===== src/rtl/fmap_out_serializer.sv =====
// Buffers 16-lane feature-map vectors in a small FIFO and emits them one word per cycle with lane/col/row tags.
// Optional build macro OUT_SER_RELU_EN clamps negative serialized words to zero.
module fmap_out_serializer #(
    parameter int LANES = 16,
    parameter int DW    = 32,
    parameter int DEPTH = 4,
    parameter int COLS  = 3,
    parameter int ROWS  = 3
) (
    input  logic                     clk,
    input  logic                     rst,
    input  logic                     in_valid,
    input  logic                     in_sof,
    input  logic [LANES*DW-1:0]      in_data,
    output logic                     in_ready,
    output logic                     out_valid,
    input  logic                     out_ready,
    output logic [DW-1:0]            out_data,
    output logic [$clog2(LANES)-1:0] out_lane,
    output logic [$clog2(COLS)-1:0]  out_col,
    output logic [$clog2(ROWS)-1:0]  out_row,
    output logic                     out_sof,
    output logic                     out_eol,
    output logic                     out_eof,
    output logic                     overflow
);
    localparam int LW = $clog2(LANES);
    localparam int CW = $clog2(COLS);
    localparam int RW = $clog2(ROWS);
    localparam int PW = $clog2(DEPTH);
    localparam int NW = $clog2(DEPTH + 1);
    localparam int EW = LANES * DW + 1;

    typedef enum logic {IDLE, SEND} state_t;

    state_t        state_q, state_d;
    logic [EW-1:0] mem [DEPTH];
    logic [PW-1:0] wptr, rptr;
    logic [NW-1:0] count, count_d;
    logic [LW-1:0] lane_q, lane_d;
    logic [CW-1:0] col_q, col_d, cur_col;
    logic [RW-1:0] row_q, row_d, cur_row;
    logic          overflow_q;
    logic [EW-1:0] head;
    logic          head_sof;
    logic [DW-1:0] head_word;
    logic          accept, last_lane, pop_last, push;

    function automatic logic [DW-1:0] shape_word(input logic signed [DW-1:0] w);
`ifdef OUT_SER_RELU_EN
        shape_word = w[DW-1] ? '0 : w;
`else
        shape_word = w;
`endif
    endfunction

    assign head      = mem[rptr];
    assign head_sof  = head[EW-1];
    assign head_word = head[int'(lane_q)*DW +: DW];

    // A sof vector restarts the frame; otherwise the vector takes the tags left by the last pop.
    assign cur_col   = head_sof ? '0 : col_q;
    assign cur_row   = head_sof ? '0 : row_q;

    assign accept    = out_valid && out_ready;
    assign last_lane = (lane_q == LW'(LANES - 1));
    assign pop_last  = accept && last_lane;
    assign push      = in_valid && ((count < NW'(DEPTH)) || pop_last);
    assign count_d   = count + NW'(push) - NW'(pop_last);

    always_comb begin
        state_d = state_q;
        lane_d  = lane_q;
        case (state_q)
            IDLE: begin
                if (count != '0) begin
                    state_d = SEND;
                    lane_d  = '0;
                end
            end
            SEND: begin
                if (accept) begin
                    if (last_lane) begin
                        lane_d = '0;
                        if (count_d == '0) state_d = IDLE;
                    end else begin
                        lane_d = lane_q + 1'b1;
                    end
                end
            end
            default: state_d = IDLE;
        endcase
    end

    always_comb begin
        col_d = col_q;
        row_d = row_q;
        if (pop_last) begin
            if (cur_col == CW'(COLS - 1)) begin
                col_d = '0;
                row_d = (cur_row == RW'(ROWS - 1)) ? '0 : cur_row + 1'b1;
            end else begin
                col_d = cur_col + 1'b1;
                row_d = cur_row;
            end
        end
    end

    always_ff @(posedge clk) begin
        if (!rst) begin
            state_q    <= IDLE;
            lane_q     <= '0;
            col_q      <= '0;
            row_q      <= '0;
            count      <= '0;
            wptr       <= '0;
            rptr       <= '0;
            overflow_q <= 1'b0;
        end else begin
            state_q <= state_d;
            lane_q  <= lane_d;
            col_q   <= col_d;
            row_q   <= row_d;
            count   <= count_d;
            if (push)
                wptr <= (wptr == PW'(DEPTH - 1)) ? '0 : wptr + 1'b1;
            if (pop_last)
                rptr <= (rptr == PW'(DEPTH - 1)) ? '0 : rptr + 1'b1;
            if (in_valid && !push)
                overflow_q <= 1'b1;
        end
    end

    // Storage carries no reset: occupancy is governed solely by count and the pointers.
    always_ff @(posedge clk) begin
        if (push) mem[wptr] <= {in_sof, in_data};
    end

    assign in_ready  = (count < NW'(DEPTH));
    assign overflow  = overflow_q;
    assign out_valid = (state_q == SEND);
    assign out_data  = out_valid ? shape_word(head_word) : '0;
    assign out_lane  = out_valid ? lane_q : '0;
    assign out_col   = out_valid ? cur_col : '0;
    assign out_row   = out_valid ? cur_row : '0;
    assign out_sof   = out_valid && head_sof && (lane_q == '0);
    assign out_eol   = out_valid && last_lane && (cur_col == CW'(COLS - 1));
    assign out_eof   = out_eol && (cur_row == RW'(ROWS - 1));
endmodule

===== config.mk =====
export PLATFORM = sky130hd
export DESIGN_NAME = fmap_out_serializer
export DESIGN_NICKNAME = d
export VERILOG_FILES = /design/src/rtl/fmap_out_serializer.sv
export SDC_FILE = /design/constraint.sdc
export NUM_CORES = 2
export LEC_CHECK = 0
export CELL_PAD_IN_SITES_DETAIL_PLACEMENT = 0
export CELL_PAD_IN_SITES_GLOBAL_PLACEMENT = 1
export CORE_UTILIZATION = 56
export CTS_CLUSTER_SIZE = 14
export DETAILED_ROUTE_END_ITERATION = 7
export PLACE_DENSITY = 0.95
export SLEW_MARGIN = 20
export SYNTH_ARGS = -nofsm -noshare
export SYNTH_HDL_FRONTEND = slang
export SYNTH_SLANG_ARGS = --single-unit
export TNS_END_PERCENT = 10

===== constraint.sdc =====
create_clock -name clk -period 31.5 [get_ports clk]
set_input_delay 3.15 -clock clk [delete_from_list [all_inputs] [get_ports clk]]
set_output_delay 3.15 -clock clk [all_outputs]
set_load 0.05 [all_outputs]

==> run metrics <==
synthesized net count=4,023; total gr overflow=0; top-area cell type share of the netlist area=78.0%; drt drc=0; Layout area overhead=17.8%; Synth Flop Type=edfxtp_1; Hold Crit Class=register to register; leakage power=0.0288 uW; total iterations of the first detailed-routing run=6; die area=143,000 um^2; Setup Viol. Count Final=0; status=complete, no violations; DP HPWL=120,000 um; Site Rows=137; DP Worst Slack=22.36 ns; Worst EP required=28.35 ns; maximum vdd drop=0.0515 mV; worst skew pair latency=0.82 ns; Post-Route WL=200,000 um; Starting Density=56.6%; synthesized area per cell=22.6 um^2; PwrDens=69.6 nW/um^2; crit path DAT=6.78 ns; cell mode on critical path=buf_4; Synth Register Bits=2,071; GRT Util Overall=27.8%; Die H=378 um; IO Pins=563; post-detailed-route count of antenna-violating nets=0; violation count after the first detailed-routing iteration=4,962; ranking of synthesized cells by area=edfxtp_1 78%, mux4_2 13%, mux2i_1 2.0%; YS warnings=0; Slowest-stage cell, CP=dfxtp_4; H-Tree Depth=4; cts repair resizes=0; Bufs on Longest Clock Path=3; Fin. Hold Viols=0; fraction of registers with async set/reset=0%; Num CTS Buffers=196; Slew Viols, Final=0; sequential-to-total area share from yosys stat=78.5%; count of different cell masters after synthesis=50; Worst path max stage delay=0.93 ns; Core Region=140,000 um^2; vias in the first global route=40,800; CTS Hold Bufs=0; Slew @ Worst Pin=1.20 ns; crit path max fanout=126; Post-synth EDFFs=2,052; synthesized area=79,000 um^2; Max Fclk=101 MHz; initial antenna violation count=124; max_cap viols=0; CTS tree=built; cells after synthesis=3,496; Crit path buffers/inverters=4; Vias=40,000; number of port buffers=562; drt wl/cell=32.1 um; CP startpoint kind=register; RePlAce Congestion=0.787; min Tclk post-route=9.93 ns; CTS root buf=clkbuf_16; Reg clk slew, reported paths=0.06 ns; Worst Skew=0.0380 ns; Filler Cell Count=8,412; largest area contributor in the synthesized netlist=edfxtp_1; unrepaired setup endpoints after global routing=false; post-route setup TNS=0 ns; Slew HR=18.6%; post-route clock period utilization=31.5%; setup ws final=21.57 ns; global-route wire length before repair=280,000 um; Worst Setup End Kind=output pin; largest net degree at the start of global routing=156; CP cell instances=buf_4, buf_12, buf_4, nor2_1, a22oi_1, o221ai_1, a211oi_1, a22o_1, clkdlybuf4s50_1; post-CTS setup buffer count=0; share of layout cells above drive strength 1=19.9%; CP top delay family=buffers and inverters; chip width=378 um; clock sink total=2,071; final net count=4,662; drt via density=6.41; critical path type=register to output pin
-- Yosys cell counts, drive strengths merged, types with 19 or more instances --
master	number
clkbuf	76
o22ai	53
nand2	91
a2111oi	20
nand3	37
nor2	36
a22oi	28
buf	120
nor3	26
mux2	33
a21oi	27
o21ai	38
mux2i	161
mux4	462
a22o	20
o221ai	21
dfxtp	19
edfxtp	2052
-- worst paths after layout --
check            start           to  slack [ns]  depth (start not counted)
max           register  out_data[5]       21.57                          9
min           overflow     overflow        0.52                          2
max reg2reg  lane_q[2]  mem[2][481]       24.72                          8
min reg2reg   overflow     overflow        0.52                          2
-- worst min-delay path, cell delays in order (launching register included) --
cell and delay, ns:
dfxtp_1 0.33, a31oi_1 0.04, nor2b_1 0.10
-- where the power goes --
part	leakage (uW)	internal (uW)	switching (uW)
Combinational	0.00681	267	476
Sequential	0.0190	3370	74.1
Clock	0.00300	1290	1000
-- logic make-up after synthesis --
logic type               Yosys count  share of synthesized area (%)
AND/OR/NAND/NOR                  252                           1.54
XOR/XNOR                           2                         0.0222
adder cells (fa/ha/maj)           10                          0.168
buffers and inverters            207                           1.41
multiplexers                     656                           15.7
AO/OA/AOI/OAI                    298                           2.71
flip-flops                      2071                           78.5
-- registers in the layout, summed over array words and instances (netlist names), named ones only --
name	cells
col_q	2
count	3
lane_q	4
mem	2052
out_valid	1
overflow	1
row_q	2
rptr	2
wptr	2
-- cells in the final DEF (no fill, tap or decap), types with 20 or more instances in the layout --
master and n:
mux2_2 33, mux4_2 462, diode_2 75, nor2_1 33, nand3_1 37, a22oi_1 28, o221ai_1 21, nand2_1 89
buf_4 67, nor3_1 26, clkinv_2 20, clkinv_1 53, edfxtp_1 2052, clkbuf_16 199, mux2i_1 161, o21ai_0 38
clkbuf_1 50, clkdlybuf4s50_1 562, a22o_1 20, o22ai_1 53, a21oi_1 27
-- final cells by class --
class / instances / area [um^2] / share of cell area [%]
Multi-Input combinational cell: 1218 / 16000 / 17.2
Clock inverter: 106 / 1040 / 1.12
Antenna cell: 75 / 188 / 0.202
Clock buffer: 249 / 5170 / 5.55
Sequential cell: 2071 / 62000 / 66.6
Inverter: 11 / 41.3 / 0.0444
Tap cell: 1876 / 2350 / 2.52
Timing Repair Buffer: 637 / 6270 / 6.74
-- metrics by stage --
step	power [uW]	std cells	hold slack [ns]	utilization, %	area, um^2
final	6480	6243	0.516	66.6	93100
after floorplan	4050	3496	0.467	-	79000
after global routing	6650	6234	0.553	66.6	93100
after global placement	4180	5813	0.475	62.0	86700
after detailed placement	4220	5813	0.511	62.0	86700
after CTS	6490	6168	0.522	66.5	92900
-- routing by layer --
layer | track usage (%) | vias up | wire [um]
met5 | 0 | - | 581
met4 | 14.1 | 92 | 8550
met3 | 8.55 | 465 | 21800
met2 | 43.1 | 2539 | 98200
met1 | 35.9 | 20600 | 71100
li1 | - | 16300 | -
Power figures use the tool's default switching activity.
